<file path="src/rtl/instr_fetch.sv">
// Instruction fetch stage: owns the PC, issues single-outstanding reads to the
// instruction memory and buffers returned words with their PCs in a small
// queue that feeds decode over a valid/ready handshake. Redirects flush all
// queued and in-flight work and restart fetch at the new PC.
module instr_fetch #(
    parameter logic [31:0] RESET_PC = 32'h0000_0000,
    parameter int unsigned FQ_DEPTH = 4
) (
    input  logic        clk,
    input  logic        rst,
    // instruction memory read master
    output logic        mem_rd_req,
    output logic [31:0] mem_rd_addr,
    input  logic        mem_rd_gnt,
    input  logic [31:0] mem_rd_data,
    // redirect from execute
    input  logic        redirect_valid,
    input  logic [31:0] redirect_pc,
    // toward decode
    output logic        if_valid,
    output logic [31:0] if_instr,
    output logic [31:0] if_pc,
    input  logic        if_ready
);

    localparam int unsigned PTR_W = $clog2(FQ_DEPTH);
    localparam int unsigned CNT_W = PTR_W + 1;
    localparam int unsigned OCC_W = CNT_W + 1;
    localparam logic [31:0] PC_ALIGN_MASK = 32'hFFFF_FFFC;
    localparam logic [31:0] START_PC      = RESET_PC & PC_ALIGN_MASK;
    localparam logic [31:0] PC_STEP       = 32'd4;

    typedef struct packed {
        logic [31:0] pc;
        logic [31:0] instr;
    } fq_entry_t;

    // fetch state
    logic [31:0]      pc_q;
    logic             inflight_q;
    logic [31:0]      inflight_pc_q;
    logic             drop_q;

    // fetch queue
    fq_entry_t        fq_mem [FQ_DEPTH];
    logic [PTR_W-1:0] rd_ptr_q;
    logic [PTR_W-1:0] wr_ptr_q;
    logic [CNT_W-1:0] count_q;

    // per-cycle events
    logic             pop_c;
    logic             push_c;
    logic             accept_c;
    logic [OCC_W-1:0] occ_c;
    logic [31:0]      redirect_pc_c;
    fq_entry_t        head_c;

    // Decode handshake: head is hidden in a redirect cycle so nothing pops.
    always_comb begin
        if_valid = 1'b0;
        pop_c    = 1'b0;
        head_c   = fq_mem[rd_ptr_q];
        if_pc    = '0;
        if_instr = '0;
        if (count_q != '0) begin
            if_valid = !redirect_valid;
            if_pc    = head_c.pc;
            if_instr = head_c.instr;
        end
        pop_c = if_valid && if_ready;
    end

    // Request side: only ask when the returning word is guaranteed a queue slot.
    always_comb begin
        occ_c       = OCC_W'(count_q) + OCC_W'(inflight_q) - OCC_W'(pop_c);
        mem_rd_req  = !rst && !redirect_valid && (occ_c < OCC_W'(FQ_DEPTH));
        mem_rd_addr = pc_q;
        accept_c    = mem_rd_req && mem_rd_gnt;
    end

    // Response side: a returning word is kept unless a redirect squashes it.
    always_comb begin
        push_c        = inflight_q && !drop_q && !redirect_valid;
        redirect_pc_c = redirect_pc & PC_ALIGN_MASK;
    end

    // PC, in-flight tracking and queue bookkeeping; redirect overrides all.
    always_ff @(posedge clk or posedge rst) begin
        if (rst) begin
            pc_q          <= START_PC;
            inflight_q    <= 1'b0;
            inflight_pc_q <= '0;
            drop_q        <= 1'b0;
            rd_ptr_q      <= '0;
            wr_ptr_q      <= '0;
            count_q       <= '0;
        end else if (redirect_valid) begin
            pc_q       <= redirect_pc_c;
            inflight_q <= 1'b0;
            drop_q     <= inflight_q;
            rd_ptr_q   <= '0;
            wr_ptr_q   <= '0;
            count_q    <= '0;
        end else begin
            drop_q <= 1'b0;
            if (accept_c) begin
                pc_q          <= pc_q + PC_STEP;
                inflight_q    <= 1'b1;
                inflight_pc_q <= pc_q;
            end else begin
                inflight_q <= 1'b0;
            end
            rd_ptr_q <= rd_ptr_q + PTR_W'(pop_c);
            wr_ptr_q <= wr_ptr_q + PTR_W'(push_c);
            count_q  <= count_q + CNT_W'(push_c) - CNT_W'(pop_c);
        end
    end

    // Queue storage; contents are only observed through count_q so no reset.
    always_ff @(posedge clk) begin
        if (push_c) begin
            fq_mem[wr_ptr_q] <= '{pc: inflight_pc_q, instr: mem_rd_data};
        end
    end

endmodule

</file>
<file path="config.mk">
export PLATFORM = sky130hd
export DESIGN_NAME = instr_fetch
export DESIGN_NICKNAME = d
export VERILOG_FILES = /design/src/rtl/instr_fetch.sv
export SDC_FILE = /design/constraint.sdc
export NUM_CORES = 1
export LEC_CHECK = 0
export ABC_AREA = 1
export BUFFER_PORTS_ARGS = -buffer_cell sky130_fd_sc_hd__buf_2
export CAP_MARGIN = 20
export CORE_ASPECT_RATIO = 0.7
export CORE_MARGIN = 5
export CORE_UTILIZATION = 60
export CTS_BUF_LIST = sky130_fd_sc_hd__clkbuf_4
export DETAILED_ROUTE_END_ITERATION = 6
export GPL_ROUTABILITY_DRIVEN = 1
export PLACE_DENSITY = 0.88
export SYNTH_ARGS = -nofsm -noshare
export SYNTH_HDL_FRONTEND = slang
export SYNTH_SLANG_ARGS = --single-unit
</file>
<file path="constraint.sdc">
create_clock -name clk -period 10.4 [get_ports clk]
set_clock_uncertainty 0.2 [all_clocks]
set_input_delay 1.04 -clock clk [delete_from_list [all_inputs] [get_ports clk]]
set_output_delay 1.04 -clock clk [all_outputs]
set_load 0.005 [all_outputs]
</file>
==> results.py, run 1 <==
metrics = {
    "sta": {
        "tightest_slew_ns": 0.962,
        "totalNegativeSetupSlack_ns": 0,
        "slew_viol_final": 0,
        "hold_slack_ns": 0.317,
        "fmax_mhz": 218,
        "rsz0062_at_grt": "false",
        "period_needed_ns": 4.58,
        "maxSlewHeadroom": 0.357,
        "fin_crit_sh": 0.441,
        "finalSetupViolCount": 0,
        "hold_viol": 0,
    },
    "pwr": {
        "internal_power_mw": 2.33,
        "sw_frac_of_total": 0.330,
        "clockPowerShare": 0.280,
        "p_switching_mw": 1.14,
        "p_leak_nw": 6.38,
        "peakVddDrop_v": 0.000184,
        "pwr-share-comb": 0.227,
        "power_density_nw_per_um2": 226,
        "seqPwrFrac": 0.493,
    },
    "floorplan": {
        "die_area_um2": 25600,
        "floorplan.rows": 45,
        "die_x_um": 189,
        "core_area_um2": 21900,
        "start_util": 0.616,
        "chipHeight_um": 136,
        "top_level_ports": 167,
    },
    "min_path": {
        "min_from": "inflight_pc_q[5]",
        "min_path_cells": 0,
        "min_to": "fq_mem[1][37]",
        "hold_path.class": "flip-flop to flip-flop",
    },
    "clocking": {
        "clk_pin_slew_ns": 0.08,
        "cts_buffer_depth": 3,
        "ctsRootBufferMaster": "clkbuf_4",
        "cts_made_buffers": 75,
        "cts_setup_buffers": 0,
        "cts_htree_levels": 3,
        "postCtsResizedCells": 0,
        "cts_tree": "done",
        "clk_latency_ns": 0.65,
        "cts_hold_buf": 0,
        "clock_sinks": 317,
    },
    "detailed_routing": {
        "drt.antenna.violating_nets": 0,
        "drt_pass1_iterations": 5,
        "wl_per_cell_um": 17.0,
        "drc": 0,
        "routed_wl_um": 31100,
        "vias": 10200,
        "drt_iter0_drc": 764,
        "vias_per_cell": 5.56,
    },
    "yosys": {
        "synthDistinctLibCells": 25,
        "ys.flop_type": "edfxtp_1",
        "yosysWarnings": 0,
        "syn_area_um2": 13500,
        "synth_edf_count": 248,
        "ys_seq_area_frac": 0.680,
        "synthCells": 1314,
        "synth_async_sr_flop_share": 0.218,
        "ys_ff_latch": 317,
        "syn-mean-instance-area_um2": 10.3,
    },
    "run": {
        "maxCapViolCount": 0,
    },
    "global_routing": {
        "grt_max_degree": 89,
        "grt-ovfl-total": 0,
        "gr-usage-all-layers": 0.244,
        "antenna_found_initial": 3,
        "grt_pass1_vias": 9901,
        "grt_pass1_wl_um": 49600,
    },
    "critical_path": {
        "cp.arrival_ns": 3.34,
        "reg2reg_slack_ns": 5.90,
        "r2r_cells": 16,
        "cp_max_fo": 76,
        "end_kind": "output port",
        "crit_type": "flip-flop to output port",
        "r2r-start": "count_q[1]",
        "start_kind": "flip-flop",
        "r2r_end": "mem_rd_addr[11]",
        "critPathRequiredTime_ns": 9.16,
    },
    "placed_design": {
        "globalplace.congestion": 0.843,
        "placement.io_buffers": 160,
        "place_inst": 1699,
        "dpl.hpwl_um": 18100,
    },
    "finish": {
        "drive_above_1_share": 0.196,
        "nNetsFinal": 1571,
        "area_growth_pct": 14.0,
        "finalNonFillerCells": 1831,
    },
    "status": {
        "status": "complete, no violations",
    },
}
-- power groups by stage --
stage / logic (mW) / clock network (mW) / registers [mW]
final: 0.787 / 0.972 / 1.71
after global placement: 0.764 / 0 / 1.72
after floorplan: 0.483 / 0 / 1.67
after CTS: 0.794 / 0.998 / 1.71
after global routing: 0.889 / 1.07 / 1.73
after detailed placement: 0.787 / 0 / 1.73
-- synth_stat cells (7+ instances only) --
cell      count  area (µm²)
edfxtp_1    248        7450
buf_2        14        70.1
nand2_1     242         908
o21ai_0     167         836
inv_1        54         203
nor2_1      291        1090
clkbuf_1     44         165
ha_1          7        87.6
nand3_1      70         350
dfrtp_1      69        1730
a21oi_1      67         335
-- sequential cells by signal (all words and copies together) (netlist names) --
| register | cells |
|---|---|
| count_q | 3 |
| drop_q | 1 |
| fq_mem | 248 |
| inflight_pc_q | 30 |
| inflight_q | 1 |
| mem_rd_addr | 30 |
| rd_ptr_q | 2 |
| wr_ptr_q | 2 |
-- cell usage in the layout, fill, tap and decap left out --
master | Yosys | layout
a21oi_1 | 67 | 67
nor3_1 | 5 | 1
o21ai_0 | 167 | 167
nand2_1 | 242 | 242
dfrtp_1 | 69 | 67
clkinv_2 | 0 | 2
inv_2 | 3 | 7
dfrtp_4 | 0 | 1
xor2_1 | 1 | 1
nand4_1 | 1 | 1
nand3_1 | 70 | 70
buf_4 | 6 | 13
xnor2_1 | 3 | 3
nor2_2 | 5 | 5
clkinv_1 | 0 | 17
edfxtp_1 | 248 | 248
dfrtp_2 | 0 | 1
conb_1 | 1 | 4
inv_1 | 54 | 53
nor3_2 | 1 | 4
buf_2 | 14 | 160
diode_2 | 0 | 1
fa_1 | 1 | 1
nor2_1 | 291 | 291
nor3_4 | 0 | 1
nand3_2 | 1 | 1
ha_1 | 7 | 7
and2_1 | 4 | 4
bufinv_16 | 0 | 1
clkinvlp_4 | 0 | 1
clkbuf_4 | 0 | 107
-- cells by family (layout without fill, tap and decap cells) --
logic type	count (synthesis)	in the layout	synth area share
XOR/XNOR	4	4	0.00260
flip-flops	317	317	0.680
adder cells (fa/ha/maj)	8	8	0.00797
AO/OA/AOI/OAI	234	234	0.0867
other	1	5	0.000278
AND/OR/NAND/NOR	620	620	0.182
buffers and inverters	130	361	0.0408
-- worst max path at each step --
stage	from	slack (ns)	endpoint	depth (start not counted)
2_1_floorplan	redirect_valid	3.81	fq_mem[0][0]	4
3_3_place_gp	redirect_valid	5.71	mem_rd_addr[25]	16
3_5_place_dp	redirect_valid	5.68	mem_rd_addr[27]	16
4_1_cts	rd_ptr_q[0]	5.76	if_pc[12]	5
5_1_grt	count_q[1]	5.41	mem_rd_addr[14]	17
6_report	rd_ptr_q[0]	5.82	if_pc[17]	5
-- critical path: stages (launching register included) --
cell and delay [ns]:
dfrtp_4 0.72, inv_2 0.61, buf_4 0.68, o21ai_0 0.19
a21oi_1 0.29, buf_2 0.18
-- layer usage --
metal,vias up,global-route usage,wire (µm)
met5,-,0,28
met4,4,0.0771,437
met3,51,0.0618,2900
met2,502,0.384,14500
met1,4782,0.340,13200
li1,4838,-,-
-- cell type report --
cell class / instances / area [µm²]
Sequential cell: 317 / 9180
Fill cell: 1586 / 6520
Multi-Input combinational cell: 870 / 3810
Timing Repair Buffer: 173 / 898
Clock buffer: 107 / 803
Tap cell: 282 / 353
Inverter: 57 / 214
Clock inverter: 24 / 123
Antenna cell: 1 / 2.50
-- stage by stage --
stage          worst slack [ns]  total power, mW  utilization  instance area, µm²
3_5_place_dp               5.68             2.52        0.660               14500
5_1_grt                    5.41             3.68        0.702               15400
4_1_cts                    5.76             3.50        0.702               15400
3_3_place_gp               5.71             2.48        0.660               14500
6_report                   5.82             3.47        0.702               15400
2_1_floorplan              3.81             2.15            -               13500
Power figures use the tool's default switching activity.
==> inputs of run 2 (changes only) <==
==> constraint.sdc (replaced) <==
create_clock -name clk -period 4.3 [get_ports clk]
set_clock_uncertainty 0.2 [all_clocks]
set_input_delay 0.43 -clock clk [delete_from_list [all_inputs] [get_ports clk]]
set_output_delay 0.43 -clock clk [all_outputs]
set_load 0.005 [all_outputs]
==> run 2 against run 1 <==
  * Critical path depth rose by 1
  * Sequential share of layout area shrank 2.6 points
  * Combinational power rose by 150%
  * Register-to-register slack worse by 4.8 ns
  * Largest cell class unchanged
  * Highest routed layer is now met4
  * Final cell count up 3.2%
  * Count of clock-buffer cells in the layout is 5 higher
  * Total power rose by 150%
  * Final area rose by 4.6%
  * Worst setup slack worse by 5.2 ns
  * Critical endpoint is now if_instr[14]
  * Non-clock buffer count grew 63
  * Die area unchanged
==> results.py, run 2 (synthesis results as in run 1) <==
metrics = {
    "sta": {
        "tightest_slew_ns": 1.04,
        "maxSlewHeadroom": 0.303,
        "rsz0062_at_grt": "false",
        "period_needed_ns": 3.65,
        "fin_crit_sh": 0.848,
        "hold_viol": 0,
        "totalNegativeSetupSlack_ns": 0,
        "finalWorstSetupSlack_ns": 0.653,
        "finalSetupViolCount": 0,
        "fmax_mhz": 274,
        "slew_viol_final": 0,
    },
    "clocking": {
        "cts_htree_levels": 3,
        "clock_sinks": 317,
        "postCtsResizedCells": 0,
        "cts_made_buffers": 74,
        "cts_setup_buffers": 0,
        "cts_buffer_depth": 3,
        "clk_latency_ns": 0.67,
        "ctsRootBufferMaster": "clkbuf_4",
        "cts_tree": "done",
        "clk_pin_slew_ns": 0.07,
    },
    "global_routing": {
        "gr-usage-all-layers": 0.252,
        "antenna_found_initial": 0,
        "grt_pass1_vias": 10200,
        "grt-ovfl-total": 0,
        "grt_max_degree": 111,
        "grt_pass1_wl_um": 51300,
    },
    "finish": {
        "diodes": 0,
        "final_cell_mix": "nor2_1, edfxtp_1, nand2_1, o21ai_0, buf_2",
        "regArea_um2": 9180,
        "largest-register": "fq_mem",
        "multi_input_area_um2": 3810,
        "largest_reg_flops": 248,
        "fin_area_um2": 16100,
        "nNetsFinal": 1633,
        "drive_above_1_share": 0.191,
        "final_common_cell": "nor2_1",
        "final_core_util": 0.735,
        "area_growth_pct": 19.2,
        "fillCellCount": 1438,
    },
    "detailed_routing": {
        "drt.antenna.violating_nets": 0,
        "wl_per_cell_um": 17.2,
        "drt_iter0_drc": 956,
        "routed_wl_um": 32400,
        "vias_per_cell": 5.52,
        "vias": 10400,
        "drc": 0,
        "drt_pass1_iterations": 6,
    },
    "placed_design": {
        "dpl.hpwl_um": 18000,
        "globalplace.congestion": 0.864,
        "place_ws_ns": 1.26,
        "placement.io_buffers": 160,
        "dpl_cell_area_um2": 14500,
    },
    "floorplan": {
        "die_area_um2": 25600,
        "chipHeight_um": 136,
        "top_level_ports": 167,
        "start_util": 0.616,
        "core_area_um2": 21900,
        "floorplan.rows": 45,
        "die_x_um": 189,
    },
    "critical_path": {
        "cp_max_fo": 76,
        "start_kind": "flip-flop",
        "end_kind": "output port",
        "critPathRequiredTime_ns": 3.67,
        "crit_type": "flip-flop to output port",
        "reg2reg_slack_ns": 1.09,
        "cp.arrival_ns": 3.02,
    },
    "pwr": {
        "power_density_nw_per_um2": 530,
        "finalPower_mw": 8.53,
        "p_leak_nw": 6.67,
        "peakVddDrop_v": 0.000372,
    },
    "run": {
        "maxCapViolCount": 0,
    },
    "status": {
        "status": "complete, no violations",
    },
    "min_path": {
        "hold_path.class": "input port to flip-flop",
    },
}
==> run 2: changes by cell type in the layout (fill, tap and decap cells not counted) <==
cell           delta
clkinv_2          -2
bufinv_16         +1
clkbuf_4          +5
clkinv_1          -6
buf_4             -4
dlygate4sd3_1    +63
buf_12            +4
diode_2           -1
inv_2             -1
==> run 2: layer usage <==
layer	up-vias	share of wire	global-route usage
li1	4958	-	-
met1	4852	0.42	0.343
met2	556	0.47	0.404
met3	74	0.093	0.0587
met4	0	0.026	0.0944
met5	-	0	0
==> run 2: final timing paths <==
path / from / endpoint / depth (start not counted)
setup / recovery: rd_ptr_q[0] / if_instr[14] / 6
hold / removal: if_ready / rd_ptr_q[1] / 5
setup reg to reg: count_q[1] / mem_rd_addr[7] / 14
hold reg to reg: inflight_pc_q[17] / fq_mem[2][49] / 0
max in group asynchronous: rst / inflight_pc_q[17] / 4
min in group asynchronous: rst / mem_rd_addr[22] / 3
==> run 2: what timing repair did <==
action	in CTS	in global routing
hold buffers	63	0
hold endpoints to repair	191	0
endpoints found under the setup margin	0	0
==> run 2: final cells by class <==
class | count | area share
Clock buffer | 112 | 0.0522
Multi-Input combinational cell | 870 | 0.237
Sequential cell | 317 | 0.570
Tap cell | 282 | 0.0219
Timing Repair Buffer | 236 | 0.0981
Inverter | 57 | 0.0133
Clock inverter | 16 | 0.00723
==> run 2: where the power goes <==
part,internal [mW],switching [mW]
registers,3.74,0.392
clock network,1.31,1.13
logic,0.719,1.25
total,5.77,2.77
==> run 2: through the flow <==
step | std cells | hold slack [ns]
final | 1890 | 0.0652
after global routing | 1890 | 0.0607
after CTS | 1890 | 0.0329
after detailed placement | 1699 | 0.302
after global placement | 1699 | 0.293
after floorplan | 1317 | 0.276
==> run 2: worst max-delay path: stages, from the launching register on <==
cell,delay (ns)
dfrtp_4,0.82
buf_4,0.76
nor2_1,0.19
nor2_1,0.14
o21ai_0,0.12
a21oi_1,0.14
buf_2,0.13
==> inputs of run 3 (changes only) <==
--- a/config.mk
+++ b/config.mk
@@ -5,7 +5,7 @@
 export SDC_FILE = /design/constraint.sdc
 export NUM_CORES = 1
 export LEC_CHECK = 0
-export ABC_AREA = 1
+export ABC_AREA = 0
 export BUFFER_PORTS_ARGS = -buffer_cell sky130_fd_sc_hd__buf_2
 export CAP_MARGIN = 20
 export CORE_ASPECT_RATIO = 0.7
==> constraint.sdc (replaced) <==
create_clock -name clk -period 3.4 [get_ports clk]
set_clock_uncertainty 0.2 [all_clocks]
set_input_delay 0.34 -clock clk [delete_from_list [all_inputs] [get_ports clk]]
set_output_delay 0.34 -clock clk [all_outputs]
set_load 0.005 [all_outputs]
==> run 3 against run 2 <==
  * Synthesized cell count fell by 44%
  * Combinational power grew 8%
  * Final area fell by 0.39%
  * Register-to-register slack got worse by 1.0 ns
  * Critical path depth increased by 6
  * Sequential cell count unchanged
  * Clock power grew 31%
  * Total power is 21% higher
  * Via count decreased by 24%
  * Sequential power grew 23%
  * Wire length fell by 12%
  * Critical path type unchanged
  * Highest routed layer unchanged
==> results.py, run 3 <==
metrics = {
    "critical_path": {
        "critPathRequiredTime_ns": 2.86,
        "r2r_end": "mem_rd_addr[23]",
        "cp_max_fo": 3,
        "r2r-start": "count_q[0]",
        "r2r_cells": 13,
        "start_kind": "flip-flop",
        "end_kind": "output port",
        "crit_type": "flip-flop to output port",
        "reg2reg_slack_ns": 0.07,
        "cp.arrival_ns": 2.84,
    },
    "clocking": {
        "cts_htree_levels": 3,
        "cts_made_buffers": 76,
        "cts_tree": "done",
        "clk_pin_slew_ns": 0.06,
        "clk_latency_ns": 0.65,
        "clock_sinks": 317,
        "ctsRootBufferMaster": "clkbuf_4",
        "cts_buffer_depth": 3,
    },
    "finish": {
        "fillCellCount": 1182,
        "largest_reg_flops": 248,
        "largest-register": "fq_mem",
        "final_common_cell": "edfxtp_1",
        "nNetsFinal": 1108,
        "final_cell_mix": "edfxtp_1, buf_2, clkbuf_4, nor2b_1, dfrtp_1",
        "drive_above_1_share": 0.412,
        "area_growth_pct": 24.2,
        "multi_input_area_um2": 3650,
        "regArea_um2": 9180,
        "final_core_util": 0.764,
    },
    "yosys": {
        "synthDistinctLibCells": 56,
        "synth_fa_ha_area_frac": 0.00833,
        "synthCells": 735,
        "synth_xor_area_frac": 0.0129,
        "syn_area_um2": 12900,
        "yosys-top-cells-count": "edfxtp_1, nor2b_1, dfrtp_1, mux4_2, nand2_1",
        "synth_compound_area_frac": 0.0296,
        "yosys.area.top_type_share": 0.577,
        "ys_ff_latch": 317,
        "syn-mean-instance-area_um2": 17.6,
        "yosysWarnings": 0,
        "synth_edf_count": 248,
        "synth_top_family_by_area": "multiplexers",
        "ys.flop_type": "edfxtp_1",
        "synth-simple-area-share": 0.0848,
        "synth_area_leaders": "edfxtp_1, dfrtp_1, mux4_2, nor2b_1, mux2_2",
        "synthMuxAreaShare": 0.138,
        "synth_async_sr_flop_share": 0.218,
        "yosysTopAreaCell": "edfxtp_1",
        "ys_seq_area_frac": 0.710,
        "synth.most_common_cell": "edfxtp_1",
    },
    "floorplan": {
        "die_x_um": 185,
        "start_util": 0.616,
        "top_level_ports": 167,
        "core_area_um2": 21000,
        "floorplan.rows": 44,
        "die_area_um2": 24600,
        "chipHeight_um": 133,
    },
    "min_path": {
        "min_from": "mem_rd_gnt",
        "min_path_cells": 6,
        "min_to": "mem_rd_addr[29]",
        "hold_path.class": "input port to flip-flop",
    },
    "detailed_routing": {
        "routed_wl_um": 28500,
        "drt_pass1_iterations": 5,
        "drt.antenna.violating_nets": 0,
        "drt_iter0_drc": 682,
        "vias_per_cell": 5.77,
        "vias": 7899,
        "drc": 0,
        "wl_per_cell_um": 20.8,
    },
    "pwr": {
        "peakVddDrop_v": 0.000442,
        "p_leak_nw": 5.89,
        "power_density_nw_per_um2": 646,
    },
    "run": {
        "maxCapViolCount": 0,
    },
    "placed_design": {
        "globalplace.congestion": 0.913,
        "dpl.hpwl_um": 16500,
        "placement.io_buffers": 160,
    },
    "sta": {
        "maxSlewHeadroom": 0.388,
        "tightest_slew_ns": 0.918,
        "fin_crit_sh": 0.994,
        "finalSetupViolCount": 0,
        "slew_viol_final": 0,
        "fmax_mhz": 296,
        "hold_slack_ns": 0.136,
        "hold_viol": 0,
        "rsz0062_at_grt": "true",
        "period_needed_ns": 3.38,
    },
    "global_routing": {
        "gr-usage-all-layers": 0.234,
        "grt-ovfl-total": 0,
        "grt_pass1_wl_um": 44800,
        "grt_pass1_vias": 8414,
        "grt_max_degree": 70,
        "antenna_found_initial": 1,
    },
    "status": {
        "status": "complete, no violations",
    },
}
## run 3: logic make-up (layout without fill, tap and decap cells)
group,count (synthesis),count (layout)
flops,317,317
simple gates,191,191
mux,96,96
compound gates,54,54
buf+inv,49,402
xor+xnor,19,19
fa+ha+maj,8,8
other cells,1,5
## run 3: cell type report
type                       count  share of cell area
sequential                   317               0.573
multi-input combinational    372               0.228
timing repair buffer         255               0.111
clock buffer                 128              0.0599
tap                          276              0.0215
clock inverter                10             0.00429
inverter                       9             0.00234
antenna                        1            0.000156
## run 3: worst max path at each step
stage                         startpoint              end  slack (ns)  cells past startpoint
after global routing          count_q[0]       mem_rd_req       -0.17                     12
after CTS                     count_q[2]       mem_rd_req        0.02                     12
after floorplan           redirect_valid     fq_mem[0][0]       -0.04                      4
after global placement        count_q[2]  mem_rd_addr[28]        0.27                     13
after detailed placement      count_q[2]  mem_rd_addr[31]        0.17                     12
final                         count_q[0]       mem_rd_req        0.02                     12
## run 3: routing by layer
layer | up-vias | routed length (µm) | global-route usage
met5 | - | 0 | 0
li1 | 3527 | - | -
met3 | 74 | 1860 | 0.0486
met2 | 339 | 14400 | 0.380
met1 | 3959 | 11500 | 0.319
met4 | 0 | 709 | 0.0831
## run 3: what timing repair did
action,4_1_cts,5_1_grt
pin swaps,1,7
cloned,0,1
gates resized for setup,4,12
hold endpoints to repair,228,0
endpoints found under the setup margin,1,36
hold buffers,64,0
setup buffers,6,5
## run 3: per-stage QoR
stage               area, µm²  setup WS, ns  power [mW]  TNS, ns  instances
global placement        14200         0.268        7.02        0       1155
global route            16000        -0.174        10.9   -0.384       1368
CTS                     15900        0.0227        10.4        0       1362
detailed placement      14200         0.172        7.11        0       1155
finish                  16000        0.0195        10.4        0       1368
floorplan               13000       -0.0434        6.19    -2.69        738
## run 3: power breakdown
| part | internal (mW) | switching, mW | leakage, nW |
|---|---|---|---|
| logic | 1.03 | 1.08 | 2.21 |
| registers | 4.69 | 0.374 | 3.06 |
| clock network | 1.77 | 1.42 | 0.621 |
| total | 7.48 | 2.88 | 5.89 |
## run 3: critical path, cell delays in order (launching register included)
cell	delay (ns)
dfrtp_1	0.42
nor3_4	0.20
nor2_2	0.07
and2_4	0.15
ha_4	0.15
inv_2	0.06
ha_4	0.19
and3b_2	0.23
nor4_4	0.30
buf_6	0.14
nor2_2	0.04
nor3_2	0.13
buf_2	0.13
